===== src/rtl/stopwatch_ctrl_pkg.sv =====
// Shared types and constants for the stopwatch core: FSM states, BCD digit limits and the count step.
// The optional lap feature is enabled by defining STOPWATCH_LAP_EN.
package stopwatch_ctrl_pkg;

    localparam int DIGIT_W = 4;
    localparam logic [DIGIT_W-1:0] DIGIT_MAX9 = 4'd9;
    localparam logic [DIGIT_W-1:0] DIGIT_MAX5 = 4'd5;

    typedef enum logic [1:0] {
        ST_IDLE  = 2'd0,
        ST_RUN   = 2'd1,
        ST_PAUSE = 2'd2
    } state_t;

    typedef struct packed {
        logic [DIGIT_W-1:0] min_tens;
        logic [DIGIT_W-1:0] min_ones;
        logic [DIGIT_W-1:0] sec_tens;
        logic [DIGIT_W-1:0] sec_ones;
    } bcd_t;

    // One-second BCD step; 59:59 wraps to 00:00.
    function automatic bcd_t bcd_inc(input bcd_t c);
        bcd_t n;
        n = c;
        if (c.sec_ones != DIGIT_MAX9) begin
            n.sec_ones = c.sec_ones + 4'd1;
        end else begin
            n.sec_ones = '0;
            if (c.sec_tens != DIGIT_MAX5) begin
                n.sec_tens = c.sec_tens + 4'd1;
            end else begin
                n.sec_tens = '0;
                if (c.min_ones != DIGIT_MAX9) begin
                    n.min_ones = c.min_ones + 4'd1;
                end else begin
                    n.min_ones = '0;
                    if (c.min_tens != DIGIT_MAX5) n.min_tens = c.min_tens + 4'd1;
                    else                          n.min_tens = '0;
                end
            end
        end
        return n;
    endfunction

endpackage


===== src/rtl/stopwatch_ctrl_debounce_onepulse.sv =====
// Button conditioner: 2-flop synchronizer, shift register sampled on the debounce tick,
// and a one-clk pulse on each debounced rising edge.
module debounce_onepulse #(
    parameter int DEB_SAMPLES = 4
) (
    input  logic clk,
    input  logic rst_n,
    input  logic i_tick,
    input  logic i_btn,
    output logic o_press
);

    logic [1:0]             r_sync;
    logic [DEB_SAMPLES-1:0] r_samp;
    logic                   r_deb;
    logic                   r_deb_d;
    logic                   r_press;

    always_ff @(posedge clk or negedge rst_n) begin
        if (!rst_n) begin
            r_sync  <= '0;
            r_samp  <= '0;
            r_deb   <= 1'b0;
            r_deb_d <= 1'b0;
            r_press <= 1'b0;
        end else begin
            r_sync <= {r_sync[0], i_btn};
            if (i_tick) r_samp <= {r_samp[DEB_SAMPLES-2:0], r_sync[1]};
            // Level only moves once every stored sample agrees; mixed samples hold it.
            if (&r_samp)       r_deb <= 1'b1;
            else if (~|r_samp) r_deb <= 1'b0;
            r_deb_d <= r_deb;
            r_press <= r_deb & ~r_deb_d;
        end
    end

    assign o_press = r_press;

endmodule


===== src/rtl/stopwatch_ctrl.sv =====
// MM:SS stopwatch core: tick edge detection, debounced buttons, IDLE/RUN/PAUSE FSM and BCD count.
// Define STOPWATCH_LAP_EN to add the btn_lap input and the lap-freeze display.
module stopwatch_ctrl
    import stopwatch_ctrl_pkg::*;
#(
    parameter int DEB_SAMPLES   = 4,
    parameter int TICKS_PER_SEC = 4
) (
    input  logic               clk,
    input  logic               rst_n,
    input  logic               clk_4Hz,
    input  logic               clk_100Hz,
    input  logic               btn_start,
    input  logic               btn_clear,
`ifdef STOPWATCH_LAP_EN
    input  logic               btn_lap,
`endif
    output logic [DIGIT_W-1:0] min_tens,
    output logic [DIGIT_W-1:0] min_ones,
    output logic [DIGIT_W-1:0] sec_tens,
    output logic [DIGIT_W-1:0] sec_ones,
    output logic               running
);

    localparam int PW = (TICKS_PER_SEC > 1) ? $clog2(TICKS_PER_SEC) : 1;
    localparam logic [PW-1:0] PRESC_LAST = PW'(TICKS_PER_SEC - 1);

    logic    r_clk4_d;
    logic    r_clk100_d;
    logic    w_tick_q;
    logic    w_tick_s;
    logic    w_start_p;
    logic    w_clear_p;
    state_t  r_state;
    logic [PW-1:0] r_presc;
    bcd_t    r_cnt;
    logic    r_running;
    bcd_t    w_disp;

    always_ff @(posedge clk or negedge rst_n) begin
        if (!rst_n) begin
            r_clk4_d   <= 1'b0;
            r_clk100_d <= 1'b0;
        end else begin
            r_clk4_d   <= clk_4Hz;
            r_clk100_d <= clk_100Hz;
        end
    end

    assign w_tick_q = clk_4Hz & ~r_clk4_d;
    assign w_tick_s = clk_100Hz & ~r_clk100_d;

    debounce_onepulse #(.DEB_SAMPLES(DEB_SAMPLES)) u_deb_start (
        .clk(clk), .rst_n(rst_n), .i_tick(w_tick_s), .i_btn(btn_start), .o_press(w_start_p)
    );

    debounce_onepulse #(.DEB_SAMPLES(DEB_SAMPLES)) u_deb_clear (
        .clk(clk), .rst_n(rst_n), .i_tick(w_tick_s), .i_btn(btn_clear), .o_press(w_clear_p)
    );

    // Clear outranks everything; a tick in RUN is counted even when start pauses in the same cycle.
    always_ff @(posedge clk or negedge rst_n) begin
        if (!rst_n) begin
            r_state   <= ST_IDLE;
            r_presc   <= '0;
            r_cnt     <= '0;
            r_running <= 1'b0;
        end else if (w_clear_p) begin
            r_state   <= ST_IDLE;
            r_presc   <= '0;
            r_cnt     <= '0;
            r_running <= 1'b0;
        end else begin
            if (r_state == ST_RUN && w_tick_q) begin
                if (r_presc == PRESC_LAST) begin
                    r_presc <= '0;
                    r_cnt   <= bcd_inc(r_cnt);
                end else begin
                    r_presc <= r_presc + PW'(1);
                end
            end
            if (w_start_p) begin
                case (r_state)
                    ST_IDLE:  begin r_state <= ST_RUN;   r_running <= 1'b1; end
                    ST_RUN:   begin r_state <= ST_PAUSE; r_running <= 1'b0; end
                    ST_PAUSE: begin r_state <= ST_RUN;   r_running <= 1'b1; end
                    default:  begin r_state <= ST_IDLE;  r_running <= 1'b0; end
                endcase
            end
        end
    end

`ifdef STOPWATCH_LAP_EN
    logic w_lap_p;
    bcd_t r_lap;
    logic r_frozen;

    debounce_onepulse #(.DEB_SAMPLES(DEB_SAMPLES)) u_deb_lap (
        .clk(clk), .rst_n(rst_n), .i_tick(w_tick_s), .i_btn(btn_lap), .o_press(w_lap_p)
    );

    always_ff @(posedge clk or negedge rst_n) begin
        if (!rst_n) begin
            r_lap    <= '0;
            r_frozen <= 1'b0;
        end else if (w_clear_p) begin
            r_frozen <= 1'b0;
        end else if (w_lap_p) begin
            if (r_frozen) begin
                r_frozen <= 1'b0;
            end else if (r_state == ST_RUN) begin
                r_frozen <= 1'b1;
                r_lap    <= r_cnt;
            end
        end
    end

    assign w_disp = r_frozen ? r_lap : r_cnt;
`else
    assign w_disp = r_cnt;
`endif

    assign min_tens = w_disp.min_tens;
    assign min_ones = w_disp.min_ones;
    assign sec_tens = w_disp.sec_tens;
    assign sec_ones = w_disp.sec_ones;
    assign running  = r_running;

endmodule

===== config.mk =====
export PLATFORM = sky130hd
export DESIGN_NAME = stopwatch_ctrl
export DESIGN_NICKNAME = d
export VERILOG_FILES = /design/src/rtl/stopwatch_ctrl_pkg.sv /design/src/rtl/stopwatch_ctrl_debounce_onepulse.sv /design/src/rtl/stopwatch_ctrl.sv
export SDC_FILE = /design/constraint.sdc
export NUM_CORES = 1
export LEC_CHECK = 0
export CAP_MARGIN = 40
export CORE_MARGIN = 2
export CORE_UTILIZATION = 40
export DETAILED_ROUTE_END_ITERATION = 8
export PLACE_DENSITY = 0.58
export SYNTH_ARGS = -nofsm -noshare
export SYNTH_HDL_FRONTEND = slang
export SYNTH_SLANG_ARGS = --single-unit
export TNS_END_PERCENT = 10

===== constraint.sdc =====
create_clock -name clk -period 4.61 [get_ports clk]
set_clock_uncertainty 0.15 [all_clocks]
set_input_delay 1.1525 -clock clk [delete_from_list [all_inputs] [get_ports clk]]
set_output_delay 1.1525 -clock clk [all_outputs]
set_load 0.05 [all_outputs]

==> results of run 1 <==
==> layout make-up <==
cell class | count | area [sq um] | area share, %
multi-input combinational | 100 | 756 | 34.3
inverter | 6 | 22.5 | 1.02
timing repair buffer | 23 | 243 | 11.0
clock buffer | 5 | 68.8 | 3.13
sequential | 40 | 1000 | 45.5
clock inverter | 3 | 46.3 | 2.10
tap | 52 | 65.1 | 2.95
==> final timing paths <==
check / start / to / slack (ps)
setup / recovery: sec_tens[0]$_DFFE_PN0P_ / sec_tens[0] / 1730
hold / removal: u_deb_clear.r_sync[0]$_DFF_PN0_ / u_deb_clear.r_sync[1]$_DFF_PN0_ / 200
setup reg to reg: sec_tens[1]$_DFFE_PN0P_ / min_tens[0]$_DFFE_PN0P_ / 2550
hold reg to reg: u_deb_clear.r_sync[0]$_DFF_PN0_ / u_deb_clear.r_sync[1]$_DFF_PN0_ / 200
max in group asynchronous: rst_n / u_deb_start.r_samp[2]$_DFFE_PN0P_ / 3180
min in group asynchronous: rst_n / sec_tens[3]$_DFFE_PN0P_ / 660
==> kinds of logic (layout without fill, tap and decap cells) <==
logic type | count (synthesis) | count (layout) | share of synthesized area (%)
flops | 40 | 40 | 55.0
buf+inv | 13 | 37 | 3.51
fa+ha+maj | 9 | 9 | 6.19
compound gates | 30 | 30 | 12.5
simple gates | 47 | 47 | 14.5
xor+xnor | 1 | 1 | 0.481
mux | 13 | 13 | 7.84
==> sequential cells by signal, indices dropped and copies added (netlist names) <==
signal / flops
min_ones: 4
min_tens: 4
r_clk100_d: 1
r_clk4_d: 1
r_presc: 2
r_state: 1
running: 1
sec_ones: 4
sec_tens: 4
u_deb_clear.o_press: 1
u_deb_clear.r_deb: 1
u_deb_clear.r_deb_d: 1
u_deb_clear.r_samp: 4
u_deb_clear.r_sync: 2
u_deb_start.o_press: 1
u_deb_start.r_deb: 1
u_deb_start.r_deb_d: 1
u_deb_start.r_samp: 4
u_deb_start.r_sync: 2
==> routing by layer <==
layer,track usage [%],routed length [um],vias up
li1,-,-,598
met1,15.5,1350,632
met2,23.3,1530,24
met3,4.22,116,2
met4,7.13,44,0
met5,0,0,-
==> placed cells by master (no fill, tap or decap), drive strengths merged, types with 3 or more instances in the layout <==
| cell | Yosys | layout |
|---|---|---|
| mux2i | 3 | 3 |
| a41oi | 3 | 3 |
| nand2 | 7 | 7 |
| and3b | 3 | 3 |
| a21oi | 4 | 4 |
| clkdlybuf4s50 | 0 | 21 |
| ha | 9 | 9 |
| nor2b | 5 | 5 |
| o21ai | 6 | 6 |
| mux2 | 10 | 10 |
| nand3 | 4 | 4 |
| clkbuf | 2 | 5 |
| nor2 | 11 | 11 |
| a31oi | 6 | 6 |
| dfrtp | 40 | 40 |
| inv | 6 | 7 |
| o41ai | 4 | 4 |
| or3 | 4 | 4 |
==> power by group <==
group | leakage (nW) | switching [mW] | total, mW | internal [mW]
logic | 0.425 | 0.349 | 0.578 | 0.228
clock network | 0.0548 | 0.123 | 0.286 | 0.163
registers | 0.495 | 0.121 | 0.571 | 0.450
total | 0.975 | 0.593 | 1.44 | 0.842
==> impl_metrics.ini, run 1 <==
[clock_tree]
cts_setup_buffers = 0
numCtsBuffers = 5
hold_buffers = 0
clk_latency_ps = 290
root_buffer = clkbuf_8
cts_resized = 0
clock-sinks = 40
path_clk_slew_ps = 80
cts_tree = built
cts_htree_levels = 2
clk_path_buf_depth = 2

[global_route]
track_usage_pct = 13.7
antenna_found_initial = 0
grt_pass1_vias = 1234
grt_overflow = 0
grt_max_degree = 28
grt_pass1_wl_mm = 5.42

[placement]
portBuffers = 22
hpwlAfterDp_mm = 2.19
dpl-instance-area_sq_um = 2090
dpl.cell_count = 221
place_congestion = 0.783
pre_cts_slack_ps = 1480

[sta]
tightest_slew_ps = 871
worst_slack_ps = 1730
post-route-min-period_ps = 2880
max_freq_mhz = 347
post-route-period-util_pct = 62.4
grt_setup_unrepaired = no
relSlewSlack_pct = 41.9
slew_violations = 0
hold_viol_final = 0
timing.hold.ws_ps = 202
setup-violations-final = 0
fin_tns_setup_ps = 0

[synthesis]
synthCells = 153
synthArstFlopShare_pct = 100
ys_top_cells_by_count = dfrtp_1 (40), nor2_1 (10), ha_1 (9), mux2_2 (9), nand2_1 (7)
seq_area_frac_synth_pct = 55.0
synth_cell_type_count = 40
ys_seq_elements = 40
synth_top_cell_area_share_pct = 55.0
dominantRegCellSynth = dfrtp_1
synth_fp_nets = 168
synthMostInstantiatedCell = dfrtp_1
synth_edf_count = 0
yosysTopAreaCell = dfrtp_1
syn_avg_cell_area_sq_um = 11.9
ys_warn_count = 0
synthTopCellsByArea = dfrtp_1 (55%), ha_1 (6.2%), mux2_2 (5.6%)
synth.cell_area_sq_um = 1820

[critical_path]
crit_buf_inv = 1
crit_cells = 1
critPathArrivalTime_ps = 1580
ff2ff_path_depth = 6
worstSetupEndpointType = primary output
path_class = flip-flop to primary output
cpMaxStageDelayCell = clkdlybuf4s50_1
crit_chain = clkdlybuf4s50_1
critPathTopFamily = buffers and inverters
required_ps = 3310
crit_path_max_fanout = 6
cp_slowest_stage_delay_ps = 840
crit_path_start_kind = flip-flop

[pwr]
p_leak_nw = 0.975
p_total_mw = 1.44
ir_worst_vdd_uv = 314
p_per_area_nw_per_um2 = 652

[die]
dieArea_sq_um = 5110
die_y_um = 71.5
core_sq_um = 4380
die_x_um = 71.5
io_pins = 23
rows = 24
initial_core_util_pct = 41.5

[layout]
utilization_pct = 50.2
antenna_cells = 0
drive_above_1_share_pct = 13.6
area_growth_pct = 21.0
nets = 191
postLayoutCellArea_sq_um = 2200
post_layout_nonfiller_instances = 229
fillers = 398

[route]
vias = 1256
drt_iter0_drc = 44
firstDrtPassIters = 4
avgViaCountPerCell = 5.48
drcViolationCount = 0
routedWlPerCell_um = 13.3
antenna_left = 0
routed_wl_mm = 3.04

[hold_path]
min_path_type = flip-flop to flip-flop
hold_depth = 0

[outcome]
outcome = finished clean

[job]
drv_cap = 0
Note: power is estimated with default switching activity, not from simulation.
==> inputs of run 2 (changes only) <==
- PLACE_DENSITY: 0.58 -> 0.6
- clock period: 4.61 -> 2.53 ns (I/O delays scaled with it)
==> run 2 against run 1 <==
First-iteration DRC count is 55% higher. Final cell count is 2.2% higher. Sequential share of layout area is 0.59 points lower. Clock-buffer cell count is 2 higher. Clock power is 94% higher. Cell area is 1.3% higher. Setup slack worse by 1600 ps. Sequential power is 82% higher. Critical path type unchanged. Critical endpoint is now min_tens[2]. Largest cell class unchanged. Largest power group unchanged. Highest routed layer unchanged.
==> impl_metrics.ini, run 2 (synthesized netlist as in run 1, its figures left out) <==
[route]
avgViaCountPerCell = 5.44
vias = 1273
routed_wl_mm = 3.09
routedWlPerCell_um = 13.2
antenna_left = 0
drcViolationCount = 0
drt_iter0_drc = 68
firstDrtPassIters = 4

[placement]
dpl-instance-area_sq_um = 2100
place_congestion = 0.802
hpwlAfterDp_mm = 2.22
dpl.cell_count = 226
portBuffers = 22

[clock_tree]
cts_htree_levels = 2
numCtsBuffers = 5
cts_setup_buffers = 0
clock-sinks = 40
root_buffer = clkbuf_8
clk_latency_ps = 280
cts_tree = built
cts_resized = 0
clk_path_buf_depth = 2
path_clk_slew_ps = 70
hold_buffers = 0

[critical_path]
crit_chain = clkdlybuf4s50_1
crit_buf_inv = 1
required_ps = 1750
crit_path_start_kind = flip-flop
critPathArrivalTime_ps = 1570
worstSetupEndpointType = primary output
path_class = flip-flop to primary output
cpMaxStageDelayCell = clkdlybuf4s50_1
cp_slowest_stage_delay_ps = 840
critPathTopFamily = buffers and inverters
crit_path_max_fanout = 6

[layout]
drive_above_1_share_pct = 15.9
area_growth_pct = 22.5
fillers = 371
post_layout_nonfiller_instances = 234
postLayoutCellArea_sq_um = 2230
final_common_cell = dfrtp_1
nets = 196
antenna_cells = 0
multi_input_area_sq_um = 756
final_cell_mix = dfrtp_1 (40), clkdlybuf4s50_1 (21), nor2_1 (10), mux2_2 (9), ha_1 (9)
regArea_sq_um = 1000

[sta]
grt_setup_unrepaired = no
timing.hold.ws_ps = 121
max_freq_mhz = 424
relSlewSlack_pct = 38.8
tightest_slew_ps = 919
fin_tns_setup_ps = 0
post-route-period-util_pct = 93.2
hold_viol_final = 0
post-route-min-period_ps = 2360
slew_violations = 0
setup-violations-final = 0

[global_route]
grt_pass1_wl_mm = 5.82
grt_pass1_vias = 1294
grt_max_degree = 28
antenna_found_initial = 0
grt_overflow = 0
track_usage_pct = 14.3

[die]
core_sq_um = 4380
die_y_um = 71.5
dieArea_sq_um = 5110
rows = 24
die_x_um = 71.5
io_pins = 23
initial_core_util_pct = 41.5

[outcome]
outcome = finished clean

[pwr]
p_per_area_nw_per_um2 = 1190
ir_worst_vdd_uv = 435
p_leak_nw = 1.00
p_total_mw = 2.66

[job]
drv_cap = 0

[hold_path]
min_path_type = input pin to async pin
-- run 2: changes by cell type in the layout (fill, tap and decap cells not counted), sizes merged --
cell      change
inv           -1
clkinvlp      -1
clkbuf        +2
buf           +5
-- run 2: per-stage QoR --
| step | setup slack [ps] | util (%) |
|---|---|---|
| 2_1_floorplan | 371 | - |
| 3_3_place_gp | 141 | 48.0 |
| 3_5_place_dp | 66.2 | 48.0 |
| 4_1_cts | 158 | 50.9 |
| 5_1_grt | 117 | 50.9 |
| 6_report | 173 | 50.9 |
-- run 2: area by class of cell --
cell class | instances | area share, %
Inverter | 6 | 1.01
Sequential cell | 40 | 44.9
Tap cell | 52 | 2.92
Multi-Input combinational cell | 100 | 33.9
Timing Repair Buffer | 28 | 11.7
Clock inverter | 1 | 1.35
Clock buffer | 7 | 4.32
-- run 2: worst paths after layout --
| check | start | to | slack, ps | cells after the start |
|---|---|---|---|---|
| max | min_tens[2]$_DFFE_PN0P_ | min_tens[2] | 170 | 1 |
| min | rst_n | sec_ones[2]$_DFFE_PN0P_ | 120 | 1 |
| max reg2reg | sec_tens[0]$_DFFE_PN0P_ | min_ones[3]$_DFFE_PN0P_ | 500 | 5 |
| min reg2reg | u_deb_start.r_sync[0]$_DFF_PN0_ | u_deb_start.r_sync[1]$_DFF_PN0_ | 200 | 0 |
| max in group asynchronous | rst_n | u_deb_clear.r_sync[1]$_DFF_PN0_ | 1590 | 2 |
| min in group clk | u_deb_start.r_sync[0]$_DFF_PN0_ | u_deb_start.r_sync[1]$_DFF_PN0_ | 200 | 0 |
-- run 2: layer usage --
metal  up-vias  global-route usage (%)  share of wire (%)
li1        606                       -                  -
met1       640                    18.3                 43
met2        22                    23.4                 52
met3         5                    3.09                3.5
met4         0                    6.50                1.3
met5         -                       0                  0
-- run 2: worst register-to-register path, stage by stage, from the launching register on --
cell,delay (ps)
dfrtp_1,450
ha_1,170
and3b_1,380
a41oi_4,190
or4_1,520
o21ai_1,90
-- run 2: where the power goes --
part	switching, mW	internal [mW]	leakage, nW
Sequential	0.218	0.821	0.495
Combinational	0.642	0.425	0.442
Clock	0.207	0.348	0.0645
Total	1.07	1.59	1.00
==> inputs of run 3 (changes only) <==
- GPL_TIMING_DRIVEN: not set -> 0
- SLEW_MARGIN: not set -> 15
- SYNTH_HIERARCHICAL: not set -> 1
==> run 3 against run 2 <==
Synthesized area grew 0.21%. Die area is 0.20% higher. Combinational power is 37% lower. Utilization is 0.51 points higher. Critical path depth stayed put. Hold slack better by 19 ps. Largest cell class unchanged. Sequential power fell by 9.6%. Clock-buffer cell count shrank 1.
==> impl_metrics.ini, run 3 <==
[outcome]
outcome = finished clean

[placement]
hpwlAfterDp_mm = 2.41
place_congestion = 0.746
portBuffers = 22
dpl-instance-area_sq_um = 2130
dpl.cell_count = 229

[pwr]
ir_worst_vdd_uv = 453
p_per_area_nw_per_um2 = 962
p_total_mw = 2.17
p_leak_nw = 1.00

[synthesis]
synth.cell_area_sq_um = 1820
ys_seq_elements = 40
synthTopCellsByArea = dfrtp_1 (55%), mux2_1 (4.9%), ha_1 (4.8%)
synth_fp_nets = 167
dominantRegCellSynth = dfrtp_1
synthCells = 154
syn_avg_cell_area_sq_um = 11.8
seq_area_frac_synth_pct = 54.9
ys_warn_count = 6
yosysTopAreaCell = dfrtp_1
synth_top_cell_area_share_pct = 54.9
synth_cell_type_count = 37
ys_top_cells_by_count = dfrtp_1 (40), nor2_1 (12), nand2_1 (9)
synthArstFlopShare_pct = 100
synthMostInstantiatedCell = dfrtp_1
synth_edf_count = 0

[critical_path]
ff2ff_path_depth = 7
critPathTopFamily = buffers and inverters
rr_startpoint = sec_ones[1]$_DFFE_PN0P_
crit_path_start_kind = flip-flop
startpoint = min_ones[0]$_DFFE_PN0P_
required_ps = 1750
r2r_slack_ps = 530
cp_slowest_stage_delay_ps = 850
path_class = flip-flop to primary output
r2r_end = min_tens[0]$_DFFE_PN0P_
crit_cells = 1
crit_path_max_fanout = 6
critPathArrivalTime_ps = 1610
crit_chain = clkdlybuf4s50_1
critPathCapture = min_ones[0]
crit_buf_inv = 1
worstSetupEndpointType = primary output
cpMaxStageDelayCell = clkdlybuf4s50_1

[clock_tree]
clk_path_buf_depth = 2
cts_setup_buffers = 0
hold_buffers = 0
clk_latency_ps = 300
root_buffer = clkbuf_8
cts_resized = 0
clock-sinks = 40
numCtsBuffers = 5
path_clk_slew_ps = 80
cts_tree = built
cts_htree_levels = 2

[sta]
hold_viol_final = 0
tightest_slew_ps = 684
post-route-min-period_ps = 2390
max_freq_mhz = 419
post-route-period-util_pct = 94.4
setup-violations-final = 0
relSlewSlack_pct = 54.3
fin_tns_setup_ps = 0
grt_setup_unrepaired = no
slew_violations = 0

[route]
drcViolationCount = 0
drt_iter0_drc = 66
routed_wl_mm = 3.39
vias = 1278
antenna_left = 0
firstDrtPassIters = 4
routedWlPerCell_um = 14.3
avgViaCountPerCell = 5.39

[die]
die_x_um = 71.5
io_pins = 23
rows = 24
die_y_um = 71.5
dieArea_sq_um = 5120
initial_core_util_pct = 41.6
core_sq_um = 4380

[layout]
nets = 197
multi_input_area_sq_um = 767
antenna_cells = 0
fillers = 390
final_cell_mix = dfrtp_1 (40), clkdlybuf4s50_1 (21), nor2_1 (12), nand2_1 (9), mux2_1 (8)
area_growth_pct = 23.5
drive_above_1_share_pct = 9.73
utilization_pct = 51.4
final_common_cell = dfrtp_1
regArea_sq_um = 1000
post_layout_nonfiller_instances = 237
postLayoutCellArea_sq_um = 2250

[global_route]
grt_pass1_vias = 1263
grt_max_degree = 23
antenna_found_initial = 0
track_usage_pct = 14.7
grt_overflow = 0
grt_pass1_wl_mm = 5.79

[job]
drv_cap = 0

[hold_path]
min_path_type = input pin to async pin
-- run 3: worst min-delay path by stage --
stage	from	endpoint	slack, ps	cells past startpoint
6_report	rst_n	min_tens[1]$_DFFE_PN0P_	140	1
3_5_place_dp	u_deb_clear/r_sync[0]$_DFF_PN0_	u_deb_clear/r_sync[1]$_DFF_PN0_	180	0
4_1_cts	rst_n	min_ones[3]$_DFFE_PN0P_	150	1
5_1_grt	rst_n	sec_ones[3]$_DFFE_PN0P_	170	1
3_3_place_gp	u_deb_start/r_sync[0]$_DFF_PN0_	u_deb_start/r_sync[1]$_DFF_PN0_	180	0
2_1_floorplan	u_deb_clear/r_sync[0]$_DFF_PN0_	u_deb_clear/r_sync[1]$_DFF_PN0_	180	0
-- run 3: layout make-up --
type                       instances  share of cell area [%]
multi-input combinational        105                    34.0
timing repair buffer              23                    10.8
clock buffer                       6                    3.66
buffer                             5                    1.83
tap                               52                    2.89
clock inverter                     2                    1.72
sequential                        40                    44.4
inverter                           4                   0.666
-- run 3: metal layers --
| layer | GRT usage, % | part of all wire [%] |
|---|---|---|
| met1 | 18.3 | 46 |
| met2 | 23.8 | 48 |
| met3 | 4.64 | 4.4 |
| met4 | 5.87 | 1.4 |
| met5 | 0 | 0 |
-- run 3: cell families (layout without fill, tap and decap cells) --
family,after synthesis,in the layout,share of synthesized area [%]
compound gates,22,22,9.19
xor+xnor,1,1,0.480
fa+ha+maj,7,7,4.80
buf+inv,9,40,3.09
flops,40,40,54.9
mux,13,13,7.68
simple gates,62,62,19.9
-- run 3: where the power goes --
part	total, mW	leakage (nW)	internal (mW)	switching (mW)
Sequential	0.940	0.507	0.788	0.153
Combinational	0.677	0.432	0.274	0.402
Clock	0.552	0.0614	0.322	0.229
Total	2.17	1.00	1.38	0.784
-- run 3: metrics by stage --
stage	setup WS [ps]	hold slack, ps
5_1_grt	78.9	169
2_1_floorplan	409	181
3_5_place_dp	55.6	185
3_3_place_gp	-309	183
6_report	141	140
4_1_cts	118	151
